File: src/rtl/life_pkg.sv
// Shared types and slot constants for the life engine control sequencer.
package life_pkg;

  typedef enum logic [1:0] {
    IDLE  = 2'd0,
    INIT  = 2'd1,
    SWEEP = 2'd2,
    DRAIN = 2'd3
  } state_e;

  localparam int VID_RD_PHASE  = 2;
  localparam int VID_LD_PHASE  = 3;
  localparam int WR_START_STEP = 3;
  localparam int FIRST_WR_ROW  = 1;

endpackage

File: src/rtl/life_ctrl.sv
// Sequences generation sweeps, bulk init and video row loads for the life engine.
// Outputs are registered and computed from the next-cycle state, phase and step.
module life_ctrl
  import life_pkg::*;
#(
  parameter int DEPTH   = 256,
  parameter int DBITS   = 8,
  parameter int ROW_CYC = 4
) (
  input  logic             clk,
  input  logic             reset,
  input  logic             start,
  input  logic             run,
  input  logic             init_req,
  input  logic             vid_req,
  input  logic [DBITS-1:0] vid_row,
  output logic [DBITS-1:0] raddr,
  output logic [DBITS-1:0] waddr,
  output logic             we,
  output logic             re,
  output logic             ld,
  output logic             init,
  output logic             vid_ack,
  output logic             busy,
  output logic             gen_done,
  output logic [47:0]      gen_count
);

  localparam int PBITS = (ROW_CYC > 1) ? $clog2(ROW_CYC) : 1;
  localparam logic [PBITS-1:0] PH_LAST  = PBITS'(ROW_CYC - 1);
  localparam logic [PBITS-1:0] PH_VRD   = PBITS'(VID_RD_PHASE);
  localparam logic [PBITS-1:0] PH_VLD   = PBITS'(VID_LD_PHASE);
  localparam logic [DBITS-1:0] ROW_LAST = DBITS'(DEPTH - 1);
  localparam logic [DBITS-1:0] DRAIN_WR = DBITS'(DEPTH - 2);
  localparam logic [DBITS-1:0] WR_STEP  = DBITS'(WR_START_STEP);
  localparam logic [DBITS-1:0] WR_LAG   = DBITS'(WR_START_STEP - FIRST_WR_ROW);

  state_e           state_q, state_d;
  logic [PBITS-1:0] phase_q, phase_d;
  logic [DBITS-1:0] step_q, step_d;
  logic             pend_start_q, pend_start_d;
  logic             pend_init_q, pend_init_d;
  logic             vid_rd_q, vid_rd_d;
  logic [DBITS-1:0] raddr_q, raddr_d;
  logic [DBITS-1:0] waddr_q, waddr_d;
  logic             we_q, we_d;
  logic             re_q, re_d;
  logic             ld_q, ld_d;
  logic             init_q, init_d;
  logic             busy_q, busy_d;
  logic             gen_done_q, gen_done_d;
  logic [47:0]      gen_count_q, gen_count_d;
  logic             init_want, enter_init, enter_sweep;

  always_comb begin
    phase_d     = (phase_q == PH_LAST) ? '0 : phase_q + 1'b1;
    state_d     = state_q;
    step_d      = step_q;
    enter_init  = 1'b0;
    enter_sweep = 1'b0;
    init_want   = init_req | pend_init_q;

    case (state_q)
      IDLE: begin
        if (init_want) begin
          state_d    = INIT;
          step_d     = '0;
          enter_init = 1'b1;
        end else if ((start | pend_start_q | run) && phase_q == PH_LAST) begin
          state_d     = SWEEP;
          step_d      = '0;
          enter_sweep = 1'b1;
        end
      end
      INIT: begin
        step_d = step_q + 1'b1;
        if (step_q == ROW_LAST) state_d = IDLE;
      end
      SWEEP: begin
        if (phase_q == PH_LAST) begin
          if (step_q == ROW_LAST) state_d = DRAIN;
          else                    step_d  = step_q + 1'b1;
        end
      end
      DRAIN: begin
        if (phase_q == PH_LAST) begin
          if (run && !init_want) begin
            state_d     = SWEEP;
            step_d      = '0;
            enter_sweep = 1'b1;
          end else begin
            state_d = IDLE;
          end
        end
      end
      default: state_d = IDLE;
    endcase

    // A request arriving in the same cycle it is serviced is consumed.
    pend_start_d = (pend_start_q | start) & ~enter_sweep;
    pend_init_d  = (pend_init_q | init_req) & ~enter_init;

    raddr_d    = raddr_q;
    waddr_d    = waddr_q;
    we_d       = 1'b0;
    re_d       = 1'b0;
    init_d     = 1'b0;
    gen_done_d = 1'b0;

    case (state_d)
      INIT: begin
        we_d    = 1'b1;
        init_d  = 1'b1;
        waddr_d = step_d;
      end
      SWEEP: begin
        if (phase_d == '0) begin
          re_d    = 1'b1;
          raddr_d = step_d;
          // Row k-2 is written once row k is in the engine's window.
          if (step_d >= WR_STEP) begin
            we_d    = 1'b1;
            waddr_d = step_d - WR_LAG;
          end
        end
      end
      DRAIN: begin
        if (phase_d == '0) begin
          we_d       = 1'b1;
          waddr_d    = DRAIN_WR;
          gen_done_d = 1'b1;
        end
      end
      default: ;
    endcase

    // Video slot never lands on phase 0, so it cannot collide with re.
    vid_rd_d = (phase_d == PH_VRD) && vid_req;
    if (vid_rd_d) raddr_d = vid_row;
    ld_d = (phase_d == PH_VLD) && vid_rd_q;

    busy_d      = (state_d != IDLE);
    gen_count_d = gen_count_q + {47'd0, gen_done_d};
  end

  always_ff @(posedge clk) begin
    if (reset) begin
      state_q      <= IDLE;
      phase_q      <= '0;
      step_q       <= '0;
      pend_start_q <= 1'b0;
      pend_init_q  <= 1'b0;
      vid_rd_q     <= 1'b0;
      raddr_q      <= '0;
      waddr_q      <= '0;
      we_q         <= 1'b0;
      re_q         <= 1'b0;
      ld_q         <= 1'b0;
      init_q       <= 1'b0;
      busy_q       <= 1'b0;
      gen_done_q   <= 1'b0;
      gen_count_q  <= '0;
    end else begin
      state_q      <= state_d;
      phase_q      <= phase_d;
      step_q       <= step_d;
      pend_start_q <= pend_start_d;
      pend_init_q  <= pend_init_d;
      vid_rd_q     <= vid_rd_d;
      raddr_q      <= raddr_d;
      waddr_q      <= waddr_d;
      we_q         <= we_d;
      re_q         <= re_d;
      ld_q         <= ld_d;
      init_q       <= init_d;
      busy_q       <= busy_d;
      gen_done_q   <= gen_done_d;
      gen_count_q  <= gen_count_d;
    end
  end

  assign raddr     = raddr_q;
  assign waddr     = waddr_q;
  assign we        = we_q;
  assign re        = re_q;
  assign ld        = ld_q;
  assign vid_ack   = ld_q;
  assign init      = init_q;
  assign busy      = busy_q;
  assign gen_done  = gen_done_q;
  assign gen_count = gen_count_q;

endmodule
File: config.mk
export PLATFORM = sky130hd
export DESIGN_NAME = life_ctrl
export DESIGN_NICKNAME = d
export VERILOG_FILES = /design/src/rtl/life_pkg.sv /design/src/rtl/life_ctrl.sv
export SDC_FILE = /design/constraint.sdc
export NUM_CORES = 1
export LEC_CHECK = 0
export CORE_AREA = 2 2 102 104
export CTS_BUF_LIST = sky130_fd_sc_hd__clkbuf_8
export CTS_CLUSTER_DIAMETER = 80
export CTS_CLUSTER_SIZE = 20
export DETAILED_ROUTE_END_ITERATION = 6
export DIE_AREA = 0 0 104 106
export HOLD_SLACK_MARGIN = 0.02
export PLACE_DENSITY = 0.74
export SLEW_MARGIN = 20
export SYNTH_ARGS = -nofsm -noshare
export SYNTH_HDL_FRONTEND = slang
export SYNTH_SLANG_ARGS = --single-unit
File: constraint.sdc
create_clock -name clk -period 6.45 [get_ports clk]
set_input_delay 1.29 -clock clk [delete_from_list [all_inputs] [get_ports clk]]
set_output_delay 1.29 -clock clk [all_outputs]
set_load 0.01 [all_outputs]
==> load_flow_metrics.sql <==
INSERT INTO impl_metrics (metric_group, metric, value, unit) VALUES
('critical_path', 'timing.critical_path.cells', 'clkdlybuf4s50_1 -> o31ai_1 -> a2111oi_1 -> a311oi_2 -> nand2_1 -> nor2_1 -> ha_1 -> nand3_1 -> nor2_1 -> nand3_1 -> nor3_1 -> nand2b_1 -> or3_1 -> a21oi_1', ''),
('logic_synthesis', 'netlist-cell-type-count', '66', ''),
('detailed_routing', 'antenna_left', '0', ''),
('cts', 'post_cts.resized_instances', '0', ''),
('timing', 'headroom_to_the_max_slew_limit', '44.9', '%'),
('cts', 'tritoncts', 'yes', ''),
('place', 'dpl_worst_slack', '783', 'ps'),
('layout', 'sequential_cell_area', '1700', 'um2'),
('global_routing', 'grt_antenna_before_repair', '0', ''),
('logic_synthesis', 'synth.yosys.seq_area_share', '39.8', '%'),
('power_and_ir_drop', 'combPwrFrac', '32.8', '%'),
('critical_path', 'arrival', '5630', 'ps'),
('detailed_routing', 'drt_first_iter_violations', '184', ''),
('cts', 'cts_setup_buffers', '0', ''),
('critical_path', 'cp-end-kind', 'register', ''),
('layout', 'layout_commonest_cell', 'sky130_fd_sc_hd__dfxtp_1', ''),
('detailed_routing', 'route.detailed.vias_per_inst', '5.51', ''),
('cts', 'ctsLongestPathBuffers', '2', ''),
('logic_synthesis', 'ys_warn_count', '0', ''),
('timing', 'min_period', '5350', 'ps'),
('cts', 'cts-buffers-inserted', '9', ''),
('critical_path', 'worstSetupStartpointType', 'input pin', ''),
('outcome', 'status', 'complete, no violations', ''),
('layout', 'antenna_cells_inserted', '0', ''),
('flow_run', 'cap_violations', '0', ''),
('timing', 'actual_transition_at_the_worst_max_transition_pin', '827', 'ps'),
('timing', 'final_critical_path_setup_slack', '1100', 'ps'),
('logic_synthesis', 'synth-seq-cells', '85', ''),
('power_and_ir_drop', 'switching_share', '35.2', '%'),
('detailed_routing', 'drc_errors_left', '0', ''),
('place', 'placement.io_buffers', '84', ''),
('global_routing', 'maximum_number_of_pins_on_one_net_before_global_route_repair', '81', ''),
('critical_path', 'cp_max_fo', '9', ''),
('power_and_ir_drop', 'clkPwrFrac', '26.5', '%'),
('cts', 'htreeDepth', '3', ''),
('power_and_ir_drop', 'seq_power_share', '40.7', '%'),
('critical_path', 'critical_path.reg2reg.startpoint', 'step_q[0]', ''),
('floorplan', 'num_rows', '37', ''),
('place', 'dpl_cell_area', '5180', 'um2'),
('global_routing', 'grt_pass1_vias', '3810', ''),
('min_path', 'worst_hold_path_type', 'register to register', ''),
('logic_synthesis', 'synth_edf_count', '0', ''),
('layout', 'syn_to_final_growth', '26.0', '%'),
('layout', 'multi_input_combinational_cell_area', '2390', 'um2'),
('critical_path', 'cp_data_required_time', '6730', 'ps'),
('floorplan', 'die_height', '106', 'um'),
('detailed_routing', 'route.detailed.wl_per_inst', '14.7', 'um'),
('layout', 'fillCellCount', '935', ''),
('timing', 'max_clock_freq', '187', 'MHz'),
('cts', 'clock_insertion_delay_worst_skew', '350', 'ps'),
('floorplan', 'num_io_pins', '85', ''),
('critical_path', 'critical_path.slowest_cell', 'sky130_fd_sc_hd__nor3_1', ''),
('timing', 'clock_skew', '14.4', 'ps'),
('logic_synthesis', 'synthesis.nets', '536', ''),
('critical_path', 'timing.critical_path.slowest_cell_delay', '610', 'ps'),
('floorplan', 'floorplan.die.width', '104', 'um'),
('timing', 'timing.final.crit_share', '83.0', '%'),
('cts', 'cts-hold-fix-buffers', '0', ''),
('layout', 'finish.net_count', '610', ''),
('critical_path', 'crit_start', 'run', ''),
('global_routing', 'gr-usage-all-layers', '19.2', '%'),
('power_and_ir_drop', 'p_int', '930', 'uW'),
('logic_synthesis', 'async_flop_share', '0', '%'),
('place', 'hpwl', '7700', 'um'),
('logic_synthesis', 'cell_area_synth', '4270', 'um2'),
('power_and_ir_drop', 'p_switching', '506', 'uW'),
('layout', 'most-common-layout-cells', 'sky130_fd_sc_hd__dfxtp_1, sky130_fd_sc_hd__clkdlybuf4s50_1, sky130_fd_sc_hd__nor2_1, sky130_fd_sc_hd__nand2_1, sky130_fd_sc_hd__a21oi_1', ''),
('global_routing', 'grt_first_pass_wirelength', '17700', 'um'),
('power_and_ir_drop', 'p_leak', '1.88', 'nW'),
('min_path', 'holdCritStartpoint', 'waddr[3]', ''),
('power_and_ir_drop', 'pwr_density_cell', '267', 'nW/um2');
==> cells by family (layout without fill, tap and decap cells) <==
| logic type | count (synthesis) | count (layout) | share of synthesized area [%] |
|---|---|---|---|
| multiplexers | 2 | 2 | 0.469 |
| AND/OR/NAND/NOR | 220 | 220 | 25.4 |
| buffers and inverters | 40 | 119 | 4.13 |
| XOR/XNOR | 30 | 30 | 6.15 |
| adder cells (fa/ha/maj) | 11 | 11 | 3.22 |
| AO/OA/AOI/OAI | 123 | 123 | 20.8 |
| flip-flops | 85 | 85 | 39.8 |
==> state kept, by name, summed over array words and instances, names as in the netlist, 2 cells and up <==
register,count
waddr,8
raddr,8
state_q,2
step_q,8
gen_count,48
phase_q,2
==> Yosys cell counts, types with 4 or more instances <==
cell,number,area share [%]
sky130_fd_sc_hd__a211oi_1,12,2.1
sky130_fd_sc_hd__a21oi_1,40,4.7
sky130_fd_sc_hd__a31oi_1,4,0.59
sky130_fd_sc_hd__and2_1,4,0.59
sky130_fd_sc_hd__and3_1,16,2.3
sky130_fd_sc_hd__and4_1,6,1.2
sky130_fd_sc_hd__clkbuf_1,16,1.4
sky130_fd_sc_hd__dfxtp_1,85,40
sky130_fd_sc_hd__ha_1,11,3.2
sky130_fd_sc_hd__inv_1,16,1.4
sky130_fd_sc_hd__nand2_1,44,3.9
sky130_fd_sc_hd__nand3_1,27,3.2
sky130_fd_sc_hd__nand4_1,6,0.88
sky130_fd_sc_hd__nor2_1,73,6.4
sky130_fd_sc_hd__nor2b_1,4,0.59
sky130_fd_sc_hd__nor3_1,11,1.3
sky130_fd_sc_hd__o21ai_0,22,2.6
sky130_fd_sc_hd__o21ai_1,5,0.59
sky130_fd_sc_hd__or3_1,17,2.5
sky130_fd_sc_hd__xnor2_1,11,2.3
sky130_fd_sc_hd__xor2_1,19,3.9
==> final timing paths <==
| check | depth (start not counted) | to | slack [ps] |
|---|---|---|---|
| max | 14 | gen_count[39] | 1100 |
| min | 2 | waddr[3] | 470 |
| max reg2reg | 14 | gen_count[39] | 1720 |
| min reg2reg | 2 | waddr[3] | 470 |
==> worst max-delay path, delay by kind of cell <==
kind / cells / cell delay (ps)
buffers and inverters: 1 / 470
and+or+nand+nor: 8 / 2400
adders and majority gates: 1 / 190
AOI/OAI and AO/OA: 4 / 1280
==> layer usage <==
metal | vias up | GRT usage (%) | part of all wire, % | wire length, um
li1 | 1972 | - | - | -
met1 | 1907 | 24.0 | 44 | 4700
met2 | 104 | 33.2 | 50 | 5310
met3 | 14 | 4.48 | 4.8 | 511
met4 | 0 | 5.50 | 1.4 | 146
met5 | - | 0 | 0 | 0
==> through the flow <==
stage	total power [mW]	hold slack [ps]	std cells	util, %
floorplan	0.932	437	511	-
global placement	1.05	446	710	51.8
detailed placement	1.06	460	710	51.8
CTS	1.44	471	726	53.8
global route	1.51	499	726	53.8
finish	1.44	472	726	53.8
==> layout make-up <==
class                      count  area share [%]
clock buffer                  10            2.56
clock inverter                 6            1.19
inverter                      17            1.19
multi-input combinational    386            44.5
sequential                    85            31.6
tap                          136            3.16
timing repair buffer          86            15.8
==> power by group through the flow <==
stage	clock network [mW]	registers, mW	logic, mW
floorplan	0	0.602	0.330
global placement	0	0.595	0.460
detailed placement	0	0.597	0.465
CTS	0.388	0.584	0.467
global route	0.410	0.588	0.509
finish	0.380	0.585	0.470
No activity file was read; power rests on OpenSTA's default activity.
